<file path="src/rtl/operand_stack_pkg.sv">
// rtl/operand_stack_pkg.sv - shared op encodings and trap codes for the operand stack
package operand_stack_pkg;

   // Operation encodings driven by the execute stage
   localparam logic [2:0] STACK_NOP       = 3'd0;
   localparam logic [2:0] STACK_PUSH      = 3'd1;
   localparam logic [2:0] STACK_POP       = 3'd2;
   localparam logic [2:0] STACK_DROP      = 3'd3;
   localparam logic [2:0] STACK_REPLACE   = 3'd4;
   localparam logic [2:0] STACK_POP2_PUSH = 3'd5;
   localparam logic [2:0] STACK_DUP       = 3'd6;

   // Trap codes, shared with the cpu trap port
   localparam logic [2:0] TRAP_NONE            = 3'd0;
   localparam logic [2:0] TRAP_STACK_OVERFLOW  = 3'd1;
   localparam logic [2:0] TRAP_STACK_UNDERFLOW = 3'd2;

endpackage

</file>
<file path="src/rtl/operand_stack_ram.sv">
// rtl/operand_stack_ram.sv - flop array with one write port and two async read ports
module operand_stack_ram #(
   parameter int WIDTH      = 64,
   parameter int DEPTH_LOG2 = 4
) (
   input  logic                  clk,
   input  logic                  we,
   input  logic [DEPTH_LOG2-1:0] waddr,
   input  logic [WIDTH-1:0]      wdata,
   input  logic [DEPTH_LOG2-1:0] raddr_top,
   input  logic [DEPTH_LOG2-1:0] raddr_next,
   output logic [WIDTH-1:0]      rdata_top,
   output logic [WIDTH-1:0]      rdata_next
);

   logic [WIDTH-1:0] mem [2**DEPTH_LOG2];

   // Storage is deliberately not reset; validity is tracked by the count register
   always_ff @(posedge clk) begin
      if (we) begin
         mem[waddr] <= wdata;
      end
   end

   assign rdata_top  = mem[raddr_top];
   assign rdata_next = mem[raddr_next];

endmodule

</file>
<file path="src/rtl/operand_stack.sv">
// rtl/operand_stack.sv - WebAssembly operand stack with sticky overflow/underflow trap
module operand_stack
   import operand_stack_pkg::*;
#(
   parameter int WIDTH      = 64,
   parameter int DEPTH_LOG2 = 4
) (
   input  logic                  clk,
   input  logic                  reset,
   input  logic [2:0]            op,
   input  logic                  op_valid,
   output logic                  op_ready,
   input  logic [WIDTH-1:0]      data_in,
   output logic [WIDTH-1:0]      top,
   output logic [WIDTH-1:0]      next,
   output logic [DEPTH_LOG2:0]   count,
   output logic                  empty,
   output logic                  full,
   output logic [2:0]            trap
);

   localparam logic [DEPTH_LOG2:0]   CNT_ONE  = 1;
   localparam logic [DEPTH_LOG2:0]   CNT_TWO  = 2;
   localparam logic [DEPTH_LOG2:0]   CNT_FULL = {1'b1, {DEPTH_LOG2{1'b0}}};
   localparam logic [DEPTH_LOG2-1:0] ADDR_ONE = 1;
   localparam logic [DEPTH_LOG2-1:0] ADDR_TWO = 2;

   logic [DEPTH_LOG2:0]   count_nxt;
   logic [2:0]            trap_nxt;
   logic                  we;
   logic [DEPTH_LOG2-1:0] waddr;
   logic [WIDTH-1:0]      wdata;
   logic [DEPTH_LOG2-1:0] addr_push;
   logic [DEPTH_LOG2-1:0] addr_top;
   logic [DEPTH_LOG2-1:0] addr_next;
   logic [WIDTH-1:0]      rdata_top;
   logic [WIDTH-1:0]      rdata_next;
   logic                  has_one;
   logic                  has_two;

   // Low bits of count address the next free slot; at full they wrap to 0,
   // which is harmless because writes are blocked there
   assign addr_push = count[DEPTH_LOG2-1:0];
   assign addr_top  = addr_push - ADDR_ONE;
   assign addr_next = addr_push - ADDR_TWO;

   assign has_one  = (count >= CNT_ONE);
   assign has_two  = (count >= CNT_TWO);
   assign empty    = (count == '0);
   assign full     = (count == CNT_FULL);
   assign op_ready = (trap == TRAP_NONE);

   assign top  = has_one ? rdata_top  : '0;
   assign next = has_two ? rdata_next : '0;

   operand_stack_ram #(
      .WIDTH      (WIDTH),
      .DEPTH_LOG2 (DEPTH_LOG2)
   ) u_ram (
      .clk        (clk),
      .we         (we),
      .waddr      (waddr),
      .wdata      (wdata),
      .raddr_top  (addr_top),
      .raddr_next (addr_next),
      .rdata_top  (rdata_top),
      .rdata_next (rdata_next)
   );

   // Decode the op, check its minimum/maximum count, and pick write and next-state
   always_comb begin
      we        = 1'b0;
      waddr     = addr_push;
      wdata     = data_in;
      count_nxt = count;
      trap_nxt  = trap;
      if (op_valid && (trap == TRAP_NONE)) begin
         case (op)
            STACK_PUSH: begin
               if (full) begin
                  trap_nxt = TRAP_STACK_OVERFLOW;
               end else begin
                  we        = 1'b1;
                  count_nxt = count + CNT_ONE;
               end
            end
            STACK_POP, STACK_DROP: begin
               if (!has_one) begin
                  trap_nxt = TRAP_STACK_UNDERFLOW;
               end else begin
                  count_nxt = count - CNT_ONE;
               end
            end
            STACK_REPLACE: begin
               if (!has_one) begin
                  trap_nxt = TRAP_STACK_UNDERFLOW;
               end else begin
                  we    = 1'b1;
                  waddr = addr_top;
               end
            end
            STACK_POP2_PUSH: begin
               if (!has_two) begin
                  trap_nxt = TRAP_STACK_UNDERFLOW;
               end else begin
                  we        = 1'b1;
                  waddr     = addr_next;
                  count_nxt = count - CNT_ONE;
               end
            end
            STACK_DUP: begin
               // Empty is checked first so DUP on an empty stack is an underflow
               if (!has_one) begin
                  trap_nxt = TRAP_STACK_UNDERFLOW;
               end else if (full) begin
                  trap_nxt = TRAP_STACK_OVERFLOW;
               end else begin
                  we        = 1'b1;
                  wdata     = rdata_top;
                  count_nxt = count + CNT_ONE;
               end
            end
            default: begin
               we = 1'b0;
            end
         endcase
      end
   end

   // Count and sticky trap registers; only reset clears a latched trap
   always_ff @(posedge clk or negedge reset) begin
      if (!reset) begin
         count <= '0;
         trap  <= TRAP_NONE;
      end else begin
         count <= count_nxt;
         trap  <= trap_nxt;
      end
   end

endmodule

</file>
<file path="config.mk">
export PLATFORM = sky130hd
export DESIGN_NAME = operand_stack
export DESIGN_NICKNAME = d
export VERILOG_FILES = /design/src/rtl/operand_stack_pkg.sv /design/src/rtl/operand_stack_ram.sv /design/src/rtl/operand_stack.sv
export SDC_FILE = /design/constraint.sdc
export NUM_CORES = 2
export LEC_CHECK = 0
export ABC_CLOCK_PERIOD_IN_PS = 12890
export CAP_MARGIN = 15
export CORE_AREA = 4 4 292 294
export CTS_CLUSTER_DIAMETER = 80
export DETAILED_ROUTE_END_ITERATION = 12
export DIE_AREA = 0 0 296 298
export PLACE_DENSITY = 0.82
export REMOVE_ABC_BUFFERS = 1
export SLEW_MARGIN = 20
export SYNTH_ARGS = -nofsm -noshare
export SYNTH_HDL_FRONTEND = slang
export SYNTH_SLANG_ARGS = --single-unit
export TNS_END_PERCENT = 10
</file>
<file path="constraint.sdc">
create_clock -name clk -period 12.89 [get_ports clk]
set_clock_uncertainty 0.2 [all_clocks]
set_input_delay 1.9335 -clock clk [delete_from_list [all_inputs] [get_ports clk]]
set_output_delay 1.9335 -clock clk [all_outputs]
set_load 0.03 [all_outputs]
</file>
==> impl_metrics.tcl <==
set metrics [dict create \
    result_of_the_run "completed" \
    hold_viol 0 \
    crit_path_max_fo 61 \
    slew_headroom 0.219 \
    insertion_delay_ns 0.65 \
    final_critical_path_share_of_the_clock_period 0.680 \
    critPathCapture "top[23]" \
    report.final.slew_viol_count 0 \
    critical_path_depth 10 \
    route.antenna.remaining_nets 0 \
    synth_top_area_share 0.625 \
    drt-pass1-iter-count 8 \
    data_arrival_time_of_the_critical_path_ns 6.63 \
    path_class "reg2out" \
    achievable-frequency_mhz 114 \
    timing.final.crit_period_ns 8.76 \
    setup_ws_ns 4.13 \
    worstReg2RegStart "count[1]$_DFFE_PN0P_" \
    die_outline_height_um 298 \
    initial_core_utilization 0.594 \
    dp_hpwl_mm 70.0 \
    crit_top_cell "buf_4" \
    timing.critical_path.cells "inv_1 -> ha_1 -> a21boi_1 -> xor2_4 -> buf_4 -> buf_4 -> mux2i_1 -> nand2_1 -> and3_1 -> clkdlybuf4s50_1" \
    start_kind "flip-flop" \
    worst_hold_slack_ns 0.318 \
    fp.dieArea_um2 88200 \
    drt_iter0_markers 4131 \
    cts.hold.buffers_added 0 \
    top_level_ports 209 \
    power.ir.vdd_worst_v 0.000384 \
    cts_num_sinks 1032 \
    tightest_slew_ns 1.17 \
    yosys.cell_count.top_type "edfxtp_1" \
    setup.reg_to_reg.worst_slack_ns 6.11 \
    r2r_worst_path_depth 10 \
    gr-total-overflow 0 \
    setup-tns-final_ns 0 \
    antenna_found_initial 3 \
    cts_buffers 105 \
    met2_usage 0.490 \
    cts_tree "done" \
    grt_setup_unrepaired "no" \
    largest_area_contributor_in_the_synthesized_netlist "edfxtp_1" \
    fp.coreArea_um2 82900 \
    crit_path_max_incr_delay_ns 1.07 \
    cts.path.max_buffers 3 \
    placed_cell_area_um2 52300 \
    utilization 0.678 \
    post_synth_edffs 1024 \
    cts_root_buf "clkbuf_16" \
    syn-instance-count 2429 \
    wl_mm 135 \
    setup-violations-final 0 \
    cpLargestDelayFamily "buffers and inverters" \
    dpl_worst_slack_ns 4.99 \
    place.gp.congestion 0.818 \
    first_global_vias 29500 \
    grt_pass1_wl_mm 198 \
    required_ns 10.76 \
    gr-usage-all-layers 0.309 \
    proportion_of_layout_cells_with_a_drive_suffix_above_1 0.324 \
    cp_slowest_cell "dfrtp_4" \
    drc_errors 0 \
    ys_ff_latch 1032 \
    finish.net_count 2697 \
    clkSlewWorstSetupHoldPaths_ns 0.06 \
    total_leakage_power_nw 18.1 \
    chipWidth_um 296 \
    htreeDepth 3 \
    reg2reg_to "u_ram.mem[12][13]$_DFFE_PP_" \
    netlist-cell-type-count 61 \
    syn_area_um2 49200 \
    synth-seq-area-share 0.629 \
    drt-vias-per-instance 7.49 \
    grt_util_met3 0.0677 \
    worst_hold_path_type "reg2reg" \
    floorplan.rows 106 \
    synth_common_cells "1024 x edfxtp_1, 577 x mux4_2, 191 x nand2_1" \
    hold_start "trap[2]$_DFFE_PN0P_" \
    worst-path-buf-inv 4 \
    power_density_nw_per_um2 286 \
    top_post_synthesis_cells_by_area "edfxtp_1 62%, mux4_2 26%, mux2i_1 2.6%" \
    detail_route.wl_per_cell_um 35.7 \
    async_reset_ff_frac 0.00775 \
    crit_path_start "count[1]$_DFFE_PN0P_" \
    max-cap-violations 0 \
    grt.met1_usage 0.429 \
    critical_path.endpoint_type "output port" \
    cts_resized 0 \
    final_area_um2 56200 \
    buffer_ports.inserted 208 \
    leading_register_cell_type_out_of_synthesis "edfxtp_1" \
    flow.area_growth_from_synthesis_pct 14.2 \
    average_footprint_of_a_synthesized_cell_um2 20.3 \
    vias 28400 \
    ys_warn_count 0 \
    grt-busiest-layer "met2" \
    post_cts.repair.setup_buffers 0 \
    largest_net_degree_at_the_start_of_global_routing 162 \
]
registers in the layout, indices dropped and copies added, names as in the netlist:
| signal | count |
|---|---|
| trap | 3 |
| count | 5 |
| u_ram.mem | 1024 |
cell families (layout without fill, tap and decap cells):
logic type	count (synthesis)	after routing	share of synthesized area
xor gates and xnor gates	9	9	0.00175
DFF	1032	1032	0.629
AOI/OAI and AO/OA	102	102	0.0170
adders and majority gates	9	9	0.00224
other	0	2	0
buffers and inverters	202	480	0.0213
muxes	706	706	0.290
and+or+nand+nor	369	369	0.0385
layer usage:
| metal | vias up | wire length [µm] |
|---|---|---|
| li1 | 10900 | - |
| met1 | 14800 | 46800 |
| met2 | 2290 | 65800 |
| met3 | 410 | 17000 |
| met4 | 0 | 5890 |
| met5 | - | 0 |
report_power, final:
group	switching [W]	total, W	internal [W]
sequential	0.000124	0.00392	0.00380
combinational	0.00505	0.00907	0.00402
clock	0.00126	0.00308	0.00183
total	0.00643	0.0161	0.00964
placed cells by master (no fill, tap or decap), types with 5 or more instances in the layout:
master           synthesis  layout
clkdlybuf4s50_1          0     208
ha_1                     8       6
mux2i_1                128     128
inv_1                    5       5
dfrtp_1                  8       6
a21o_1                   5       5
o221ai_2                 0      43
nand2_1                191     189
nor4_2                   0      16
o221ai_1                58      15
mux4_2                 577     577
o21ai_0                  5       5
buf_4                   30      57
clkinv_1                 1      32
and3_1                  63      63
bufinv_16                0      15
o22ai_1                  6       6
clkbuf_16                0     108
and2_1                  66      66
clkbuf_1                95      20
clkinv_2                 0      15
edfxtp_1              1024    1024
nor2_1                   5       5
cell type report:
| cell class | count | area (µm²) |
|---|---|---|
| clock inverters | 67 | 708 |
| multi-input cells | 1195 | 17700 |
| flip-flops and latches | 1032 | 31000 |
| fillers | 4942 | 26700 |
| repair buffers | 279 | 2690 |
| diodes | 2 | 5.00 |
| well taps | 1080 | 1350 |
| inverters | 6 | 22.5 |
| clock buffers | 128 | 2780 |
worst min-delay path by stage:
stage,endpoint,cells after the start
after global routing,trap[2]$_DFFE_PN0P_,0
after CTS,trap[2]$_DFFE_PN0P_,0
after floorplan,trap[2]$_DFFE_PN0P_,0
final,trap[2]$_DFFE_PN0P_,0
after detailed placement,trap[2]$_DFFE_PN0P_,0
after global placement,trap[2]$_DFFE_PN0P_,0
stage by stage:
stage / instances / power [W]
3_5_place_dp: 3582 / 0.0129
2_1_floorplan: 2233 / 0.0112
3_3_place_gp: 3582 / 0.0128
5_1_grt: 3788 / 0.0167
6_report: 3789 / 0.0161
4_1_cts: 3777 / 0.0160
Power figures use the tool's default switching activity.
